[src/rtl/arm_cond_stage_if.sv]
// Handshake bundle for arm_cond_stage: upstream instruction port and downstream execute-enable port.
// The slave modport is the stage's view; master is the view of the logic that drives it.
interface arm_cond_stage_if #(
   parameter int TAG_W = 8
) ();
   logic             IN_VALID;
   logic             IN_READY;
   logic [3:0]       IN_COND;
   logic [TAG_W-1:0] IN_TAG;
   logic             OUT_VALID;
   logic             OUT_READY;
   logic             OUT_EXEC;
   logic [TAG_W-1:0] OUT_TAG;

   modport slave (
      input  IN_VALID, IN_COND, IN_TAG, OUT_READY,
      output IN_READY, OUT_VALID, OUT_EXEC, OUT_TAG
   );

   modport master (
      output IN_VALID, IN_COND, IN_TAG, OUT_READY,
      input  IN_READY, OUT_VALID, OUT_EXEC, OUT_TAG
   );
endinterface

[src/rtl/arm_cond_stage.sv]
// Registered ARM condition-evaluation stage: NZCV flag register, single-entry pipeline slot, squash counter.
// Define ARM_COND_NV_EN to make cond 4'hF "never"; otherwise it behaves as "always".
module arm_cond_stage #(
   parameter int         TAG_W    = 8,
   parameter int         CNT_W    = 16,
   parameter logic [3:0] NZCV_RST = 4'b0000
) (
   input  logic                 CLK,
   input  logic                 RST,
   arm_cond_stage_if.slave      bus,
   input  logic                 FLAG_WE,
   input  logic [3:0]           FLAG_IN,
   output logic [3:0]           FLAGS,
   output logic [CNT_W-1:0]     SQUASH_CNT
);

   logic             valid_q, valid_d;
   logic             exec_q, exec_d;
   logic [TAG_W-1:0] tag_q, tag_d;
   logic [3:0]       flags_q, flags_d;
   logic [CNT_W-1:0] cnt_q, cnt_d;

   logic       in_ready;
   logic       accept;
   logic       out_hs;
   logic [3:0] eff_flags;

   function automatic logic cond_pass(input logic [3:0] cond, input logic [3:0] f);
      logic n, z, c, v;
      logic r;
      {n, z, c, v} = f;
      r = 1'b1;
      case (cond)
         4'h0: r = z;
         4'h1: r = !z;
         4'h2: r = c;
         4'h3: r = !c;
         4'h4: r = n;
         4'h5: r = !n;
         4'h6: r = v;
         4'h7: r = !v;
         4'h8: r = c & !z;
         4'h9: r = !c | z;
         4'hA: r = (n == v);
         4'hB: r = (n != v);
         4'hC: r = !z & (n == v);
         4'hD: r = z | (n != v);
         4'hE: r = 1'b1;
`ifdef ARM_COND_NV_EN
         4'hF: r = 1'b0;
`else
         4'hF: r = 1'b1;
`endif
         default: r = 1'b1;
      endcase
      return r;
   endfunction

   assign in_ready  = !valid_q | bus.OUT_READY;
   assign accept    = bus.IN_VALID & in_ready;
   assign out_hs    = valid_q & bus.OUT_READY;
   // A flag write in the same cycle as an accept must be seen by that instruction.
   assign eff_flags = FLAG_WE ? FLAG_IN : flags_q;

   always_comb begin
      valid_d = valid_q;
      exec_d  = exec_q;
      tag_d   = tag_q;
      flags_d = FLAG_WE ? FLAG_IN : flags_q;
      cnt_d   = cnt_q;
      if (accept) begin
         valid_d = 1'b1;
         tag_d   = bus.IN_TAG;
         exec_d  = cond_pass(bus.IN_COND, eff_flags);
      end else if (out_hs) begin
         valid_d = 1'b0;
      end
      if (out_hs && !exec_q && (cnt_q != {CNT_W{1'b1}})) begin
         cnt_d = cnt_q + CNT_W'(1);
      end
   end

   always_ff @(posedge CLK) begin
      if (RST) begin
         valid_q <= 1'b0;
         exec_q  <= 1'b0;
         tag_q   <= '0;
         flags_q <= NZCV_RST;
         cnt_q   <= '0;
      end else begin
         valid_q <= valid_d;
         exec_q  <= exec_d;
         tag_q   <= tag_d;
         flags_q <= flags_d;
         cnt_q   <= cnt_d;
      end
   end

   assign bus.IN_READY  = in_ready;
   assign bus.OUT_VALID = valid_q;
   assign bus.OUT_EXEC  = exec_q;
   assign bus.OUT_TAG   = tag_q;
   assign FLAGS         = flags_q;
   assign SQUASH_CNT    = cnt_q;

endmodule
[src/flat_wrapper.sv]
// flat-port wrapper written by rule: the top's interface ports become plain ports
module arm_cond_stage_flat 
#(
   parameter int         TAG_W    = 8,
   parameter int         CNT_W    = 16,
   parameter logic [3:0] NZCV_RST = 4'b0000
)
  (CLK, RST, FLAG_WE, FLAG_IN, FLAGS, SQUASH_CNT, bus_IN_VALID, bus_IN_COND, bus_IN_TAG, bus_OUT_READY, bus_IN_READY, bus_OUT_VALID, bus_OUT_EXEC, bus_OUT_TAG);
  arm_cond_stage_if #(.TAG_W(TAG_W)) bus_i ();
  input  logic CLK;
  input  logic RST;
  input  logic FLAG_WE;
  input  logic [3:0] FLAG_IN;
  output logic [3:0] FLAGS;
  output logic [CNT_W-1:0] SQUASH_CNT;
  input wire logic [$bits(bus_i.IN_VALID)-1:0] bus_IN_VALID;
  input wire logic [$bits(bus_i.IN_COND)-1:0] bus_IN_COND;
  input wire logic [$bits(bus_i.IN_TAG)-1:0] bus_IN_TAG;
  input wire logic [$bits(bus_i.OUT_READY)-1:0] bus_OUT_READY;
  output wire logic [$bits(bus_i.IN_READY)-1:0] bus_IN_READY;
  output wire logic [$bits(bus_i.OUT_VALID)-1:0] bus_OUT_VALID;
  output wire logic [$bits(bus_i.OUT_EXEC)-1:0] bus_OUT_EXEC;
  output wire logic [$bits(bus_i.OUT_TAG)-1:0] bus_OUT_TAG;
  assign bus_i.IN_VALID = bus_IN_VALID;
  assign bus_i.IN_COND = bus_IN_COND;
  assign bus_i.IN_TAG = bus_IN_TAG;
  assign bus_i.OUT_READY = bus_OUT_READY;
  assign bus_IN_READY = bus_i.IN_READY;
  assign bus_OUT_VALID = bus_i.OUT_VALID;
  assign bus_OUT_EXEC = bus_i.OUT_EXEC;
  assign bus_OUT_TAG = bus_i.OUT_TAG;
  arm_cond_stage #(.TAG_W(TAG_W), .CNT_W(CNT_W), .NZCV_RST(NZCV_RST)) u_core (.CLK(CLK), .RST(RST), .bus(bus_i), .FLAG_WE(FLAG_WE), .FLAG_IN(FLAG_IN), .FLAGS(FLAGS), .SQUASH_CNT(SQUASH_CNT));
endmodule
[config.mk]
export PLATFORM = sky130hd
export DESIGN_NAME = arm_cond_stage_flat
export DESIGN_NICKNAME = d
export VERILOG_FILES = /design/src/rtl/arm_cond_stage_if.sv /design/src/rtl/arm_cond_stage.sv /design/src/flat_wrapper.sv
export SDC_FILE = /design/constraint.sdc
export NUM_CORES = 1
export LEC_CHECK = 0
export BUFFER_PORTS_ARGS = -buffer_cell sky130_fd_sc_hd__clkbuf_2
export CORE_MARGIN = 1.5
export CORE_UTILIZATION = 50
export CTS_BUF_LIST = sky130_fd_sc_hd__clkbuf_8
export DETAILED_ROUTE_END_ITERATION = 7
export PLACE_DENSITY = 0.81
export SLEW_MARGIN = 0
export SYNTH_ARGS = -nofsm -noshare
export SYNTH_HDL_FRONTEND = slang
export SYNTH_SLANG_ARGS = --single-unit
[constraint.sdc]
create_clock -name CLK -period 2.3 [get_ports CLK]
set_input_delay 0.46 -clock CLK [delete_from_list [all_inputs] [get_ports CLK]]
set_output_delay 0.46 -clock CLK [all_outputs]
set_load 0.01 [all_outputs]
==> run metrics <==
Yosys top cell area share=0.434; Ys Warns=0; CTS tree=done; Post-synth ARST share=0; CP peak stage delay=440 ps; Setup Skew=roughly 5.9 ps; via count=between 1000 and 1500; drt pass-1 iters=4; commonest non-fill, non-tap cell in the layout=clkbuf_2; Max Root-Sink Buffers=2; worst-skew pair later-pin latency=280 ps; Seq/Total Area, Yosys=0.434; Worst setup SP type=flop; nets@finish=about 240; drt wl/cell=12.6 um; post-synth top area cell=dfxtp_1; top cells by area, synth=dfxtp_1 43%, xnor2_1 6.3%, nor2_1 5.4%, a21oi_1 4.7%, xor2_1 4.4%; power density cells=631 nW/um^2; CP Class=reg -> reg; Least-Margin Pin Slew=592 ps; leakage=0.776 nW; Seq cells post-synth=30; Final Setup Violations=0; first-pass GRT wire length=~5200 um; FP Rows=18; GRT Resource Usage Total=0.212; worst vdd ir=654 uV; # hold bufs at CTS=0; status=finished clean; hold_ws=410 ps; final hold violations=0; crit path DAT=between 1500 and 2000 ps; CP cell instances=and4_4, nand3_2, a211oi_1, and4_1, xnor2_1, nor2_1; fin crit share=0.781; largest net degree at the start of global routing=31; Critical Path RT=2450 ps; fmax=556 MHz; maxcap violations=0; routed vias/inst=~5.4; max-slew violation count=0; Slew HR=0.606; cell area after layout=1750 sq um; crit path time final=1800 ps; distinct cell type count after synthesis=39; Crit. End Element=flop; Main synth FF type=dfxtp_1; CTS Buf Count=5; Critical-path top delay cell=a211oi_1; Initial Util=0.544; Total Die Area=3090 sq um; Post-DP HPWL=2300 um; layout cells sized above 1=0.304; CTS Root Buffer Type=clkbuf_8; Die H=55.6 um; Hold WC Path Type=in -> reg; Die Wd=55.6 um; synthesis-to-layout area growth=26.6%; Worst Path Max Fanout=6; Post-CTS Setup Inserts=0; core area=2540 sq um; WL final=3080 um; PortBufs=51; DRC=0; Inst Count DP=236; Syn Nets=182; DRT iter0 DRCs=24; Boundary Pins=52; Non-Filler Instances=244; mapped cell area=1380 sq um; most frequent cells in the layout=51 x clkbuf_2, 30 x dfxtp_1, 20 x nor2_1; Post-synth EDFFs=0; CTS resizes=0; setup_tns=0 ps; initial antenna violation count=0; Placement Cell Area=approximately 1700 sq um; Fill cells=214; ant diodes=0; RSZ-0062 raised after global routing=no; Clock Pin Slew Worst Setup and Hold Paths=approximately 60 ps; gp weighted congestion=0.797; CTS H-tree depth=2; Overflow after GRT=0; Antenna Nets Post-Route=0; via count of the first global-routing pass=1217; syn_area_per_cell=8.65 sq um; clk sinks=30; synthesized instance count=160
per-stage QoR:
stage	util	setup slack, ps	total power [mW]
global placement	0.652	488	0.685
CTS	0.688	498	1.12
global route	0.688	380	1.16
floorplan	-	605	0.638
detailed placement	0.652	401	0.691
finish	0.688	503	1.11
path summary, 6_finish.rpt:
kind | startpoint | to | slack [ps] | cells after the start
min | bus_IN_TAG[0] | u_core.bus.OUT_TAG[0] | 410 | 3
max | u_core.SQUASH_CNT[3] | u_core.SQUASH_CNT[12] | 500 | 6
max reg2reg | u_core.SQUASH_CNT[3] | u_core.SQUASH_CNT[12] | 500 | 6
min reg2reg | u_core.bus.OUT_TAG[0] | u_core.bus.OUT_TAG[0] | 450 | 2
worst max-delay path: cells and delay by family, from the launching register on:
family,cells,cell delay (ps)
AOI/OAI and AO/OA,1,440
and+or+nand+nor,4,680
DFF,1,420
xor gates and xnor gates,1,120
where the power goes:
group | internal (mW) | switching [mW]
Sequential | 0.537 | 0.0115
Combinational | 0.0603 | 0.0715
Clock | 0.236 | 0.190
Total | 0.833 | 0.273
cells in the mapped netlist, drive strengths merged (2+ instances only):
library cell  instances
dfxtp                30
a211oi                4
buf                   2
nand3                12
nand2b                3
a31oi                 2
and4                  2
clkbuf                4
nor2                 20
or3                   2
nor2b                 2
nor3                  4
inv                   3
mux2i                 5
xnor2                10
nand2                16
nand4                 3
a21oi                13
and3                  3
xor2                  7
per-layer routing:
metal / vias to the layer above / share of wire / global-route usage
li1: 669 / - / -
met1: 592 / 0.42 / 0.237
met2: 41 / 0.52 / 0.366
met3: 5 / 0.053 / 0.0767
met4: 0 / 0.016 / 0.0836
met5: - / 0 / 0
logic make-up after synthesis:
group / count (synthesis) / synth area share
simple gates: 70 / 0.257
flops: 30 / 0.434
compound gates: 27 / 0.123
xor+xnor: 17 / 0.108
buf+inv: 9 / 0.0253
mux: 6 / 0.0443
fa+ha+maj: 1 / 0.00904
final cells by class:
type | instances | area [sq um] | share of cell area
Multi-Input combinational cell | 121 | 748 | 0.427
Timing Repair Buffer | 52 | 263 | 0.150
Tap cell | 30 | 37.5 | 0.0214
Clock inverter | 2 | 8.76 | 0.00500
Sequential cell | 30 | 601 | 0.343
Inverter | 3 | 11.3 | 0.00643
Clock buffer | 6 | 82.6 | 0.0471
state kept, by name, summed over array words and instances (netlist names):
signal / cells
u_core.bus.OUT_VALID: 1
u_core.bus.OUT_TAG: 8
u_core.bus.OUT_EXEC: 1
u_core.SQUASH_CNT: 16
u_core.FLAGS: 4
(Power assumes the default switching activity.)
